**config.mk**
```make
export PLATFORM = sky130hd
export DESIGN_NAME = chk_halt_det
export DESIGN_NICKNAME = d
export VERILOG_FILES = /design/src/rtl/chk_halt_det.sv
export SDC_FILE = /design/constraint.sdc
export NUM_CORES = 1
export LEC_CHECK = 0
export BUFFER_PORTS_ARGS = -buffer_cell sky130_fd_sc_hd__buf_2
export CAP_MARGIN = 20
export CORE_MARGIN = 3
export CORE_UTILIZATION = 30
export CTS_CLUSTER_SIZE = 24
export DETAILED_ROUTE_END_ITERATION = 7
export GPL_TIMING_DRIVEN = 0
export HOLD_SLACK_MARGIN = 0.12
export PLACE_DENSITY = 0.45
export REMOVE_ABC_BUFFERS = 1
export SYNTH_ARGS = -nofsm -noshare
export SYNTH_HDL_FRONTEND = slang
export SYNTH_SLANG_ARGS = --single-unit
```
**constraint.sdc**
```tcl
create_clock -name clk -period 2.6 [get_ports clk]
set_input_delay 0.65 -clock clk [delete_from_list [all_inputs] [get_ports clk]]
set_output_delay 0.65 -clock clk [all_outputs]
set_load 0.05 [all_outputs]
```
**src/rtl/chk_halt_det.sv**
```systemverilog
// Counts consecutive RUN cycles whose fetch address equals the previous cycle's.
// Used by cpu_run_checker only when CHK_HALT_DETECT_EN is defined.
module chk_halt_det #(
  parameter int HALT_CYCLES = 16
) (
  input  logic        clk,
  input  logic        rst,
  input  logic        clr,
  input  logic        en,
  input  logic [31:0] iaddr,
  output logic        halt
);

  localparam int HW = $clog2(HALT_CYCLES + 1);

  logic [31:0]   prev_q;
  logic          have_prev_q;
  logic [HW-1:0] cnt_q;
  logic          same;

  // The first RUN cycle has no predecessor, so it can never count as "unchanged".
  assign same = have_prev_q && (iaddr == prev_q);
  assign halt = en && same && (cnt_q == HW'(HALT_CYCLES - 1));

  always_ff @(posedge clk or posedge rst) begin
    if (rst) begin
      prev_q      <= '0;
      have_prev_q <= 1'b0;
      cnt_q       <= '0;
    end else if (clr) begin
      have_prev_q <= 1'b0;
      cnt_q       <= '0;
    end else if (en) begin
      prev_q      <= iaddr;
      have_prev_q <= 1'b1;
      if (!same)      cnt_q <= '0;
      else if (!halt) cnt_q <= cnt_q + 1'b1;
    end
  end

endmodule

```
Word level (Yosys, flattened, before mapping)
Index checks and enable logic that the tools add are counted.
{"block": "word_totals", "inputBits": 36, "elab_cells": 20, "out_inout_bits": 1, "regBits": 38}
{"block": "classes", "eq_ne": 3, "bitwise": 1, "n_mux": 6, "reduce_logical": 6, "addsub": 1}
{"cell": "32-bit == test", "n": 1}
{"cell": "5-bit two-way mux", "n": 4}
{"cell": "5-bit by 1-bit adder with 5-bit output, second input constant", "n": 1}
{"cell": "5-bit by 4-bit == test with 1-bit output, second input constant", "n": 1}
{"cell": "2-bit AND reduction", "n": 2}
{"cell": "1-bit logical AND", "n": 3}
{"cell": "3-bit inequality test, second input constant", "n": 1}
{"cell": "1-bit two-way mux", "n": 2}
{"cell": "2-bit nonzero test", "n": 1}
{"cell": "1-bit inverter", "n": 1}

Depth between registers and ports, before layout
{"block": "logic_depth", "depth_word": 8, "depth_mapped": 8, "ltp_nobuf": 8}

Least setup slack after synthesis
OpenSTA, ideal clock, no wires.
{"block": "synth_timing", "path_kind": "in2out", "startpoint": "input port iaddr[23]", "endpoint": "output port halt", "setup_slack_ps": -234, "required_ps": 1950, "arrival_time_ps": 2184, "stages": 5, "cell_sequence": "xnor2_1 -> nand4_1 -> nor4_4 -> nand3_2 -> nor2_1"}
{"block": "synth_between", "elab_chain_len": 4}
{"element": "from (decl)", "line_no": "10", "source": "input logic [31:0] iaddr,"}
{"element": "32-bit == test", "line_no": "22", "source": "assign same = have_prev_q && (iaddr == prev_q);"}
{"element": "1-bit logical AND", "line_no": "22"}
{"element": "1-bit logical AND (2 in series)", "line_no": "23", "source": "assign halt = en && same && (cnt_q == HW'(HALT_CYCLES - 1));"}
{"element": "to (decl)", "line_no": "11", "source": "output logic halt"}
No other way between the ends.

Worst setup path in the final report
{"block": "layout_timing", "startpoint": "input port iaddr[16]", "endpoint": "output port halt"}
Same word-level chain as after synthesis.

==> out/results.tsv <==
stage	metric	value	unit
layout	Post-layout nets	246	
timing	count of final hold-check violations	0	
timing	Post-Route Setup TNS	0	ns
synthesis	Seq/Total Area, Yosys	47.7	%
routing	top routing layer in use	met4	
floorplan	I/O Pins	37	
timing	Max-slew headroom	39.6	%
floorplan	Die Height	87.5	um
worst_setup_path	CP endpoint kind	output port	
power	pwr/cell area	573	mW/mm2
worst_setup_path	CP Max Fanout	3	
layout	Area growth syn-to-layout	22.4	%
clock_network	CTS clock-pin slew for the worst setup and hold paths	0.07	ns
layout	layout cells sized above 1	44.5	%
synthesis	Mapped Cells	164	
layout	Filler Cell Count	637	
layout	commonest cells after routing, fill and taps aside	dfrtp_1 (38), buf_2 (34), mux2_2 (31)	
synthesis	Unique masters post-synth	28	
clock_network	CTS tree	built	
worst_setup_path	Critical Path Start Type	primary input	
synthesis	Avg Cell Area, Syn	12.2	um2
routing	Avg WL per Cell	13.7	um
clock_network	CTS Sinks	38	
routing	DR vias	1357	
power	maximum vdd drop	0.303	mV
global_routing	first-pass GRT wire length	6.73	mm
layout	Sequential Area	951	um2
clock_network	H-tree depth	2	
routing	M1 WL	1.60	mm
power	leakage	1.03	nW
global_routing	antenna violations before repair	0	
placed_design	Detailed Place HPWL	2.78	mm
timing	minimum clock period	2.57	ns
clock_network	Worst-Skew Late Latency	0.29	ns
floorplan	Initial Utilization	31.2	%
routing	vias per inst	4.74	
routing	met2 WL	2.11	mm
timing	Fmax	390	MHz
routing	detailed-route wire length	3.91	mm
routing	router iterations before antenna repair	4	
global_routing	overflow left after global routing	0	
clock_network	Num CTS Buffers	5	
layout	diode count	0	
floorplan	Die X	87.5	um
clock_network	Root Driver	clkbuf_8	
global_routing	Tot GR Track Use	11.2	%
timing	worst hold slack	0.521	ns
clock_network	clk buf depth	2	
placed_design	GP Congestion	0.793	
floorplan	core area	0.00639	mm2
floorplan	Die ar.	0.00766	mm2
synthesis	Ys Warns	0	
routing	met3 wire len	135	um
layout	most common cell after layout, fill and taps aside	dfrtp_1	
routing	Starting DRT DRC Count	39	
routing	Final ANT Viol Nets	0	
timing	skew final	0.00983	ns
synthesis	register bit count reported by yosys	38	
global_routing	vias in the first global route	1480	
synthesis	mapped cell area	0.00199	mm2
job	# Max-Cap Violations	0	
layout	Multi-input gate area	0.00104	mm2
placed_design	number of port buffers	36	
global_routing	pin count of the biggest net entering global routing	39	
worst_setup_path	arrival time of the worst setup path	1.92	ns
timing	final setup vio count	0	
worst_setup_path	data required time of the worst path	1.95	ns
timing	worst slew pin tran	0.904	ns
timing	fin. max-slew vios	0	
timing	Final Cycle Share	98.7	%
floorplan	Cell Rows	29	
routing	drt drc	0	
run_status	status	completed	
worst_setup_path	critical setup path kind	in -> out	
hold_path	Min-Delay Path Class	in -> async	
-- final timing paths --
path                             startpoint           to  slack (ns)  cells after the start
worst max-delay path              iaddr[16]         halt        0.03                      7
worst min-delay path                    rst    prev_q[7]        0.52                      2
worst max register to register     cnt_q[0]     cnt_q[3]        0.78                      8
worst min register to register  have_prev_q  have_prev_q        0.52                      2
max in group asynchronous               rst    prev_q[8]        1.56                      2
min in group clk                have_prev_q  have_prev_q        0.52                      2
-- cells in the mapped netlist, drive strengths merged --
cell type   n  area share (%)
dfrtp      38              48
mux2       32              18
xnor2      30              13
nand4      11             3.5
inv         5            0.94
nor2        5            0.94
nand2       4            0.75
nand2b      4             1.3
nand3       4             1.3
a21oi       3            0.75
buf         3            0.75
clkbuf      3            0.56
nor2b       3            0.94
nor3        3             1.3
a41oi       2            0.88
and3        2            0.63
ha          2             1.3
o221ai      2            0.88
o22ai       2            0.63
a2111oi     1             1.4
a21boi      1            0.38
and2        1            0.31
and4        1            0.44
nor4        1             1.1
or2         1            0.31
-- critical path: stages --
cell,delay [ns]
buf_6,0.10
xnor2_2,0.14
nand4_1,0.18
nor4_4,0.41
nand3_2,0.15
nor2_2,0.12
buf_6,0.16
-- stage by stage --
stage	instance area (um2)	setup WS [ns]	utilization (%)	cells	power [mW]
floorplan	1970	-0.234	-	158	0.909
global placement	2240	-0.937	35.1	271	0.972
detailed placement	2250	-0.280	35.3	271	0.989
CTS	2370	0.00751	37.1	281	1.42
global route	2440	-0.0526	38.2	286	1.49
finish	2440	0.0349	38.2	286	1.40
-- repair_timing --
item                       4_1_cts  5_1_grt
pin swaps                        4        7
cloned                           0        0
setup endpoints to repair        1        1
resized for setup                3        6
hold buffers                     0        0
buffers inserted                 2        5
-- cells by family (layout without fill, tap and decap cells) --
group | Yosys count | after routing | synth area share, %
simple gates | 40 | 40 | 12.7
flops | 38 | 38 | 47.7
mux | 32 | 32 | 18.1
xor+xnor | 30 | 30 | 13.2
compound gates | 11 | 11 | 4.89
buf+inv | 11 | 56 | 2.26
fa+ha+maj | 2 | 2 | 1.25
-- sequential cells by signal, summed over array words and instances (netlist names) --
signal       cells
cnt_q            5
prev_q          32
have_prev_q      1
-- layout make-up --
type | instances | area share, %
Inverter | 5 | 0.769
Clock buffer | 7 | 3.54
Sequential cell | 38 | 39.0
Clock inverter | 1 | 0.205
Multi-Input combinational cell | 115 | 42.5
Tap cell | 77 | 3.95
Timing Repair Buffer | 43 | 10.0
-- power breakdown --
group	internal (mW)	leakage [nW]	switching [mW]	total [mW]
combinational	0.159	0.526	0.108	0.266
clock	0.214	0.0482	0.199	0.413
sequential	0.666	0.458	0.0525	0.719
-- per-layer routing --
layer | up-vias | GRT usage [%]
met5 | - | 0
met4 | 0 | 4.18
met3 | 5 | 3.20
met2 | 24 | 19.8
met1 | 664 | 12.9
li1 | 664 | -
Note: power is estimated with default switching activity, not from simulation.
